## src/rtl/ep_arb_nch.sv

```systemverilog
// ep_arb_nch: N-channel endpoint arbiter for the shared TRN tx interface.
// Local requesters compete via req_ep/drv_ep/my_trn; the winner is forwarded
// upstream on chn_reqep/chn_drvn/chn_trn so arbiters can nest.
// Optional build macro EP_ARB_NCH_WDOG_EN: revokes a grant that is not
// driven within WDOG_CYCLES cycles and pulses wdog_evt.
module ep_arb_nch #(
  parameter int NUM_REQ     = 4,
  parameter int ARB_MODE    = 0,
  parameter int IDX_W       = 4,
  parameter int WDOG_CYCLES = 64
) (
  input  logic               clk,
  input  logic               rst,
  input  logic [NUM_REQ-1:0] req_ep,
  input  logic [NUM_REQ-1:0] drv_ep,
  output logic [NUM_REQ-1:0] my_trn,
  input  logic               chn_trn,
  output logic               chn_reqep,
  output logic               chn_drvn,
  output logic [IDX_W-1:0]   grant_idx,
  output logic               busy,
  output logic               wdog_evt
);

  typedef enum logic [2:0] {
    S_IDLE    = 3'd0,
    S_REQ_UP  = 3'd1,
    S_GRANT   = 3'd2,
    S_DRIVE   = 3'd3,
    S_RELEASE = 3'd4
  } state_t;

  localparam logic [IDX_W:0] NREQ = (IDX_W+1)'(NUM_REQ);

  state_t               r_state, w_nxt;
  logic [IDX_W-1:0]     r_rr_ptr;
  logic [IDX_W-1:0]     r_grant_idx;
  logic [NUM_REQ-1:0]   r_my_trn;
  logic                 r_chn_reqep;
  logic                 r_chn_drvn;
  logic                 r_wdog_evt;
  logic                 w_wdog_fire;

  // ---------------- winner selection ----------------
  // Round-robin: rotate a doubled copy of req_ep so bit 0 is (rr_ptr+1),
  // take the lowest set bit, then map the offset back modulo NUM_REQ.
  logic [2*NUM_REQ-1:0] w_req2;
  logic [NUM_REQ-1:0]   w_rot;
  logic [IDX_W:0]       w_start, w_rr_off, w_rr_sum;
  logic [IDX_W-1:0]     w_rr_idx, w_fp_idx, w_win;

  assign w_req2   = {req_ep, req_ep};
  assign w_start  = {1'b0, r_rr_ptr} + {{IDX_W{1'b0}}, 1'b1};
  assign w_rot    = NUM_REQ'(w_req2 >> w_start);
  assign w_rr_sum = w_start + w_rr_off;
  assign w_rr_idx = IDX_W'((w_rr_sum >= NREQ) ? (w_rr_sum - NREQ) : w_rr_sum);

  // lowest set bit of the rotated request vector
  always_comb begin
    w_rr_off = '0;
    for (int k = NUM_REQ-1; k >= 0; k--)
      if (w_rot[k]) w_rr_off = (IDX_W+1)'(k);
  end

  // lowest set request index for fixed-priority mode
  always_comb begin
    w_fp_idx = '0;
    for (int k = NUM_REQ-1; k >= 0; k--)
      if (req_ep[k]) w_fp_idx = IDX_W'(k);
  end

  assign w_win = (ARB_MODE == 1) ? w_fp_idx : w_rr_idx;

  // ---------------- per-lane view of the latched winner ----------------
  logic [NUM_REQ-1:0] w_win_oh;
  logic               w_win_req, w_win_drv;

  for (genvar i = 0; i < NUM_REQ; i++) begin : g_lane
    assign w_win_oh[i] = (r_grant_idx == IDX_W'(i));
  end

  // drv_ep bits of non-winners are masked off here
  assign w_win_req = |(req_ep & w_win_oh);
  assign w_win_drv = |(drv_ep & w_win_oh);

  // ---------------- watchdog ----------------
`ifdef EP_ARB_NCH_WDOG_EN
  localparam int WDOG_W = $clog2(WDOG_CYCLES + 1);
  logic [WDOG_W-1:0] r_wdog;

  // counts cycles spent in GRANT; cleared whenever the FSM is elsewhere
  always_ff @(posedge clk) begin
    if (rst || r_state != S_GRANT) r_wdog <= '0;
    else                           r_wdog <= r_wdog + 1'b1;
  end

  assign w_wdog_fire = (r_state == S_GRANT) && !w_win_drv && w_win_req && chn_trn &&
                       (r_wdog == WDOG_W'(WDOG_CYCLES - 1));
`else
  logic w_unused_wdog;
  assign w_unused_wdog = (WDOG_CYCLES == 0);
  assign w_wdog_fire   = 1'b0;
`endif

  // ---------------- FSM ----------------
  // next-state: GRANT checks drive, then request drop, then upstream revoke
  always_comb begin
    w_nxt = r_state;
    case (r_state)
      S_IDLE:    if (|req_ep)  w_nxt = S_REQ_UP;
      S_REQ_UP:  if (chn_trn)  w_nxt = S_GRANT;
      S_GRANT: begin
        if      (w_win_drv)   w_nxt = S_DRIVE;
        else if (!w_win_req)  w_nxt = S_RELEASE;
        else if (!chn_trn)    w_nxt = S_IDLE;
        else if (w_wdog_fire) w_nxt = S_RELEASE;
      end
      S_DRIVE:   if (!w_win_drv) w_nxt = S_RELEASE;
      S_RELEASE: w_nxt = S_IDLE;
      default:   w_nxt = S_IDLE;
    endcase
  end

  // state and registered outputs; outputs follow the next state so they
  // line up with it (chn_reqep one cycle after req, my_trn after chn_trn)
  always_ff @(posedge clk) begin
    if (rst) begin
      r_state     <= S_IDLE;
      r_rr_ptr    <= '0;
      r_grant_idx <= '0;
      r_my_trn    <= '0;
      r_chn_reqep <= 1'b0;
      r_chn_drvn  <= 1'b0;
      r_wdog_evt  <= 1'b0;
    end else begin
      r_state     <= w_nxt;
      if (r_state == S_IDLE && |req_ep) r_grant_idx <= w_win;
      // a revocation back to IDLE leaves rr_ptr alone so the same index retries
      if (r_state == S_RELEASE)         r_rr_ptr    <= r_grant_idx;
      r_my_trn    <= (w_nxt == S_GRANT || w_nxt == S_DRIVE) ? w_win_oh : '0;
      r_chn_drvn  <= (w_nxt == S_GRANT || w_nxt == S_DRIVE);
      r_chn_reqep <= (w_nxt == S_REQ_UP || w_nxt == S_GRANT || w_nxt == S_DRIVE);
      r_wdog_evt  <= w_wdog_fire;
    end
  end

  assign my_trn    = r_my_trn;
  assign chn_reqep = r_chn_reqep;
  assign chn_drvn  = r_chn_drvn;
  assign grant_idx = r_grant_idx;
  assign busy      = (r_state != S_IDLE);
  assign wdog_evt  = r_wdog_evt;

endmodule

```

## config.mk

```make
export PLATFORM = sky130hd
export DESIGN_NAME = ep_arb_nch
export DESIGN_NICKNAME = d
export VERILOG_FILES = /design/src/rtl/ep_arb_nch.sv
export SDC_FILE = /design/constraint.sdc
export NUM_CORES = 1
export LEC_CHECK = 0
export CELL_PAD_IN_SITES_DETAIL_PLACEMENT = 0
export CELL_PAD_IN_SITES_GLOBAL_PLACEMENT = 1
export CORE_MARGIN = 3
export CORE_UTILIZATION = 23
export DETAILED_ROUTE_END_ITERATION = 16
export MAX_ROUTING_LAYER = met4
export PLACE_DENSITY = 0.59
export REMOVE_ABC_BUFFERS = 1
export SLEW_MARGIN = 10
export SYNTH_ARGS = -nofsm -noshare
export SYNTH_HDL_FRONTEND = slang
export SYNTH_SLANG_ARGS = --single-unit
```

## constraint.sdc

```tcl
create_clock -name clk -period 5.6 [get_ports clk]
set_clock_uncertainty 0.15 [all_clocks]
set_input_delay 0.56 -clock clk [delete_from_list [all_inputs] [get_ports clk]]
set_output_delay 0.56 -clock clk [all_outputs]
set_load 0.005 [all_outputs]
```

## Word level (Yosys, flattened, before mapping)

Index checks and enable logic that the tools add are counted.

- $add $sub $neg: 3
- Bitwise operators: 3
- Equal/unequal tests: 10
- Reduce and logical (&&, ||, !) cells: 11
- Order comparisons: 1
- Shift operators: 1
- Mux-type cells: 12

Operators by type and width:

| kind | number |
|---|---|
| $mux 3 | 6 |
| $eq 3x2->1 const B | 4 |
| $pmux 3 s4 | 1 |
| $reduce_or 4->1 | 3 |
| $mux 5 | 2 |
| $and 4x4->4 | 2 |
| $eq 4x2->1 const B | 2 |
| $shr 8x5->4 | 1 |
| $eq 3x1->1 const B | 2 |
| $add 4x1->5 const B | 1 |
| $add 5x5->5 | 1 |
| $ge 5x3->1 const B | 1 |
| $eq 4x1->1 const B | 1 |
| $logic_not 4->1 | 1 |
| $mux 2 | 2 |
| $mux 4 | 1 |
| $sub 4x3->4 const B | 1 |
| $eq 3x3->1 const B | 1 |
| $logic_not 3->1 | 1 |
| $logic_or 1x1->1 | 3 |
| $reduce_bool 3->1 | 1 |
| $reduce_or 2->1 | 1 |
| $logic_and 1x1->1 | 1 |
| $not 1->1 | 1 |

- Word-level logic and storage cells: 47
- Output and inout bits: 12
- Register bits after elaboration: 17

## Depth between registers and ports, before layout

Gate-level depths: netlist (run 1).

- Word-level depth: 10
- Gate-level depth with buffers: 13
- Depth with buffers taken out: 12

## Worst setup path before layout (run 1)

Ideal clock, no wire load.

- Kind: input port to flip-flop
- From: in req_ep[3]
- To: reg r_grant_idx[3], in the netlist grant_idx[3]
- Data required time: 5,318 ps
- Path slack: 2,539 ps
- Cell stages on the path: 12
- Buffers on the path: 0
- Arrival time: 2,779 ps
- Library setup time: 132 ps
- Cells stage by stage: mux4_2 > nand2_1 > o31ai_1 > and3_1 > ha_1 > nor2b_1 > o21a_1 > xnor2_1 > ha_1 > a31o_2 > o311ai_0 > a21oi_1

- Longest elaborated chain between the ends: 8
- Elaborated cells on any way between the ends: 11

RTL lines:

| what | RTL line | text |
|---|---|---|
| from (decl) | 14 | `input logic [NUM_REQ-1:0] req_ep,` |
| $shr 8x5->4 | 54 | `assign w_rot = NUM_REQ'(w_req2 >> w_start);` |
| $mux 2 (2 in a row) | 62 | `if (w_rot[k]) w_rr_off = (IDX_W+1)'(k);` |
| $mux 5 (2 in a row) | 62 |  |
| $add 5x5->5 | 55 | `assign w_rr_sum = w_start + w_rr_off;` |
| $sub 4x3->4 or $ge 5x3->1 (tied branches) | 56 | `assign w_rr_idx = IDX_W'((w_rr_sum >= NREQ) ? (w_rr_sum - NREQ) : w_rr_sum);` |
| $mux 4 | 56 |  |
| to (signal assigned) | 137 | `if (r_state == S_IDLE && \|req_ep) r_grant_idx <= w_win;` |
| to (decl) | 37 | `logic [IDX_W-1:0] r_grant_idx;` |

Parallel ways exist; a longest one is shown, timed or not.
A chain may end at the register's enable or synchronous reset.

## Worst setup path after layout (run 1)

Same ends and word-level chain as after synthesis.

==> results of run 1 <==
==> layout by cell type (no fill, tap or decap), drive strengths merged, types with 2 or more instances in the layout <==
master / count
nand3: 2
nor3: 4
inv: 3
nand2: 6
clkbuf: 3
mux4: 2
and3: 3
or2: 2
o21a: 2
dfxtp: 17
mux2i: 7
nand2b: 3
o22ai: 2
or2b: 2
nor2b: 3
nor3b: 2
o21ai: 5
clkdlybuf4s50: 21
ha: 3
a21oi: 10
xnor2: 2
a211oi: 3
nor2: 13
==> stage by stage <==
step                      hold slack [ps]  area, sq um  setup WS [ps]
after global routing                  433         1340           1840
after CTS                             388         1340           2060
final                                 388         1340           2070
after detailed placement              376         1290           1820
after floorplan                       339         1020           2550
after global placement                370         1290           1900
==> sequential cells by signal (all words and copies together) (netlist names) <==
name / cells
chn_drvn: 1
chn_reqep: 1
grant_idx: 4
my_trn: 4
r_rr_ptr: 4
r_state: 3
==> kinds of logic (layout without fill, tap and decap cells) <==
family	count (synthesis)	count (layout)	share of synthesized area
buf+inv	9	28	0.0508
compound gates	29	29	0.190
mux	9	9	0.109
simple gates	45	45	0.254
flops	17	17	0.322
other cells	1	1	0.00354
fa+ha+maj	4	4	0.0544
xor+xnor	2	2	0.0166
==> final timing paths <==
kind / startpoint / to / slack [ps] / depth (start not counted)
worst max-delay path: req_ep[3] / grant_idx[3] / 2070 / 13
worst min-delay path: grant_idx[2] / grant_idx[2] / 390 / 2
worst max register to register: r_rr_ptr[0] / grant_idx[3] / 2310 / 12
worst min register to register: grant_idx[2] / grant_idx[2] / 390 / 2
==> final cells by class <==
cell class	count	area (sq um)
Fill cell	456	3080
Multi-Input combinational cell	90	664
Sequential cell	17	340
Timing Repair Buffer	21	210
Tap cell	52	65.1
Clock buffer	3	41.3
Inverter	3	11.3
Clock inverter	1	5.00
==> where the power goes <==
group	total (mW)	switching (mW)	internal, mW
Clock	0.0939	0.0445	0.0494
Sequential	0.147	0.0153	0.131
Combinational	0.0995	0.0436	0.0559
==> tightest hold or removal path, cell delays in order (launching register included) <==
cell and delay [ps]:
dfxtp_1 370, nand2_1 80, a21oi_1 50
==> per-layer routing <==
layer / part of all wire / GRT usage / vias up
li1: - / - / 458
met1: 0.50 / 0.130 / 418
met2: 0.44 / 0.155 / 22
met3: 0.052 / 0.0301 / 2
met4: 0.0053 / 0.0121 / 0
met5: 0 / - / -
==> results.json, run 1 <==
{
  "max_freq_mhz": 284,
  "synth_ff_type": "dfxtp_1",
  "finalSetupTns_ps": 0,
  "yosysTopAreaCellShare": 0.322,
  "port_buffers": 21,
  "endpoint_kind": "flop",
  "maxSlewViolCount": 0,
  "netlist_top_cells_count": "dfxtp_1 (17), nor2_1 (12), a21oi_1 (9)",
  "die_w_um": 73.8,
  "hold_buffers": 0,
  "async_flop_share": 0,
  "status": "complete, no violations",
  "crit_slowest_cell": "mux4_2",
  "grt_pass1_vias": 838,
  "crit_required_ps": 5570,
  "yosysMostFrequentCell": "dfxtp_1",
  "coreArea_sq_mm": 0.00441,
  "grt.overflow.total": 0,
  "grt_pass1_wl_um": 4050,
  "cts.sinks": 17,
  "ant_nets": 0,
  "final_util": 0.303,
  "initial_core_util": 0.240,
  "fin_cells": 187,
  "cts_tree": "yes",
  "cts_htree_levels": 1,
  "n_antenna_cell": 0,
  "worst_slew_pin_slew_ps": 529,
  "clk_pin_slew_ps": 70,
  "worstHoldPathType": "reg -> reg",
  "ys_ff_latch": 17,
  "viasPerCell": 4.81,
  "p_per_area_mw_per_mm2": 254,
  "layout_min_cycle_time_ps": 3530,
  "drcViolationCount": 0,
  "cts_made_buffers": 3,
  "grt_max_degree": 12,
  "critPathBufInv": 1,
  "die-area_sq_mm": 0.00545,
  "dp_cells": 183,
  "crit_top_cell": "ha_1",
  "critPathMaxFanout": 5,
  "synth_cells": 116,
  "hold_viol": 0,
  "place_congestion": 0.878,
  "worstSetupPathType": "in -> reg",
  "post-route-period-util": 0.630,
  "cp_top_family": "compound AO/OA/AOI/OAI gates",
  "synth_edf_count": 0,
  "ioPinCount": 23,
  "drv_cap": 0,
  "seq_area_frac_synth": 0.322,
  "antenna_found_initial": 0,
  "final_nets": 151,
  "max_slew_margin": 0.644,
  "synth_top_area_cell": "dfxtp_1",
  "setup_viol": 0,
  "drt-total-wl_um": 2430,
  "placementRows": 24,
  "crit_path_start_kind": "input port",
  "worstPathCellList": "clkdlybuf4s50_1, mux4_2, nand2_1, o31ai_1, and3_1, ha_1, nor2b_1, o21a_1, xnor2_1, ha_1, a31o_2, o311ai_0, a21oi_1",
  "wire_per_inst_um": 13.0,
  "vias": 900,
  "ir_worst_vdd_mv": 0.115,
  "power_mw": 0.340,
  "post_cts_buffers": 0,
  "max_stage_delay_ps": 500,
  "drive_gt1_frac": 0.133,
  "synthToLayoutAreaGrowth_pct": 26.4,
  "clk_latency_ps": 250,
  "dpl.hpwl_um": 1860,
  "clk_path_buf_depth": 2,
  "drt_iter0_drc": 32,
  "cts_root_buf": "clkbuf_8",
  "postCtsResizedCells": 0,
  "leakage_nw": 0.468,
  "synthDistinctLibCells": 45,
  "firstDrtPassIters": 4,
  "die_y_um": 73.8,
  "grt.total_usage": 0.0993,
  "yosysWarnings": 0,
  "syn_area_sq_mm": 0.00106,
  "syn_avg_cell_area_sq_um": 9.13,
  "rsz0062_at_grt": "no",
  "cp_data_arrival_time_ps": 3500,
  "synth_area_leaders": "dfxtp_1 (32%), mux2i_1 (6.6%), a21oi_1 (4.3%), mux4_2 (4.3%), nor2_1 (4.3%)"
}
No activity file was read; power rests on OpenSTA's default activity.
==> run 2, diff against run 1 <==
==> constraint.sdc (replaced) <==
create_clock -name clk -period 3.55 [get_ports clk]
set_clock_uncertainty 0.15 [all_clocks]
set_input_delay 0.355 -clock clk [delete_from_list [all_inputs] [get_ports clk]]
set_output_delay 0.355 -clock clk [all_outputs]
set_load 0.005 [all_outputs]
==> run 2 against run 1 <==
Compared with the run above: sequential share of layout area is 0.14 points lower; count of clock-buffer cells in the layout stayed put; combinational power is 59% higher; sequential power is 57% higher; critical path type unchanged; largest power group unchanged.
==> results.json, run 2 (synthesis results as in run 1) <==
{
  "layout_commonest_cell": "clkdlybuf4s50_1",
  "drive_gt1_frac": 0.140,
  "worstPathCellList": "clkdlybuf4s50_1, mux4_2, nand2_1, o31ai_1, and3_1, ha_1, nor2b_1, o21a_1, xnor2_1, ha_1, a31o_2, o311ai_0, a21oi_1",
  "wire_per_inst_um": 13.0,
  "max_slew_margin": 0.653,
  "firstDrtPassIters": 4,
  "ioPinCount": 23,
  "placementRows": 24,
  "final_util": 0.305,
  "critPathMaxFanout": 5,
  "clk_path_buf_depth": 2,
  "rsz0062_at_grt": "no",
  "cts_root_buf": "clkbuf_8",
  "vias": 894,
  "clkPwrFrac": 0.273,
  "p_int_mw": 0.374,
  "setup_viol": 0,
  "grt_pass1_vias": 799,
  "initial_core_util": 0.240,
  "die_y_um": 73.8,
  "final_nets": 152,
  "pre_cts_ws_ps": -25.1,
  "combPwrFrac": 0.296,
  "power.switching_mw": 0.162,
  "dp_cells": 184,
  "post-route-period-util": 0.934,
  "max_stage_delay_ps": 510,
  "cts_made_buffers": 3,
  "drt-total-wl_um": 2450,
  "final_cell_mix": "clkdlybuf4s50_1 (21), dfxtp_1 (17), nor2_1 (12), a21oi_1 (9), mux2i_1 (7)",
  "n_antenna_cell": 0,
  "port_buffers": 21,
  "worstHoldPathType": "reg -> reg",
  "status": "complete, no violations",
  "ant_nets": 0,
  "drt_iter0_drc": 56,
  "leakage_nw": 0.473,
  "ir_worst_vdd_mv": 0.214,
  "power_mw": 0.535,
  "hold_viol": 0,
  "endpoint_kind": "flop",
  "hold_buffers": 0,
  "synthToLayoutAreaGrowth_pct": 27.1,
  "die_w_um": 73.8,
  "clk_latency_ps": 250,
  "worst_slew_pin_slew_ps": 516,
  "hp-start": "grant_idx[2]",
  "grt_max_degree": 12,
  "crit_slowest_cell": "mux4_2",
  "place_congestion": 0.876,
  "grt_pass1_wl_um": 4000,
  "postCtsResizedCells": 0,
  "dpl.hpwl_um": 1910,
  "seq_power_share": 0.432,
  "cp_data_arrival_time_ps": 3280,
  "coreArea_sq_mm": 0.00441,
  "grt.total_usage": 0.0993,
  "drcViolationCount": 0,
  "maxSlewViolCount": 0,
  "fin_cells": 188,
  "die-area_sq_mm": 0.00545,
  "crit_required_ps": 3520,
  "crit_path_start_kind": "input port",
  "layout_min_cycle_time_ps": 3320,
  "crit_top_cell": "ha_1",
  "post_cts_buffers": 0,
  "p_sw_frac": 0.302,
  "r2r-start": "r_rr_ptr[0]",
  "antenna_found_initial": 0,
  "worstSetupPathType": "in -> reg",
  "viasPerCell": 4.76,
  "clk_pin_slew_ps": 60,
  "critPathLaunch": "req_ep[3]",
  "cts_tree": "yes",
  "setup_ws_ps": 235,
  "p_per_area_mw_per_mm2": 398,
  "grt.overflow.total": 0,
  "cts.sinks": 17,
  "cts_htree_levels": 1,
  "max_freq_mhz": 302,
  "drv_cap": 0
}
[run 2: changes by cell type in the layout (fill, tap and decap cells not counted)]
cell / change
buf_4: +1
[run 2: area by class of cell]
cell class	instances	area [sq um]
clock buffer	3	41.3
clock inverter	1	5.00
timing repair buffer	22	218
tap	52	65.1
multi-input combinational	90	664
fill	459	3070
inverter	3	11.3
sequential	17	340
[run 2: per-layer routing]
metal / up-vias / GRT usage / part of all wire
met5: - / - / 0
met4: 0 / 0.0121 / 0.0033
met3: 2 / 0.0287 / 0.060
met2: 27 / 0.145 / 0.45
met1: 405 / 0.139 / 0.48
li1: 460 / - / -
[run 2: final timing paths]
| path | endpoint | slack [ps] | cells past startpoint |
|---|---|---|---|
| min reg2reg | grant_idx[2] | 390 | 2 |
| max | grant_idx[3] | 230 | 13 |
| min | grant_idx[2] | 390 | 2 |
| max reg2reg | grant_idx[3] | 270 | 12 |
[run 2: power groups by stage]
stage | combinational (mW) | sequential (mW) | clock (mW)
2_1_floorplan | 0.0944 | 0.230 | 0
3_3_place_gp | 0.158 | 0.236 | 0
3_5_place_dp | 0.159 | 0.236 | 0
4_1_cts | 0.160 | 0.232 | 0.151
5_1_grt | 0.175 | 0.236 | 0.163
6_report | 0.158 | 0.231 | 0.146
[run 2: worst max-delay path, delay by kind of cell]
| family | cells | cell delay (ps) |
|---|---|---|
| adder cells (fa/ha/maj) | 2 | 460 |
| multiplexers | 1 | 510 |
| XOR/XNOR | 1 | 130 |
| AND/OR/NAND/NOR | 3 | 420 |
| AO/OA/AOI/OAI | 5 | 930 |
| buffers and inverters | 1 | 480 |
[run 2: metrics by stage]
| step | cell area [sq um] | hold slack [ps] | TNS, ps |
|---|---|---|---|
| 4_1_cts | 1350 | 385 | 0 |
| 3_5_place_dp | 1300 | 374 | -25.1 |
| 2_1_floorplan | 1020 | 274 | 0 |
| 6_report | 1350 | 389 | 0 |
| 5_1_grt | 1350 | 432 | 0 |
| 3_3_place_gp | 1300 | 370 | 0 |
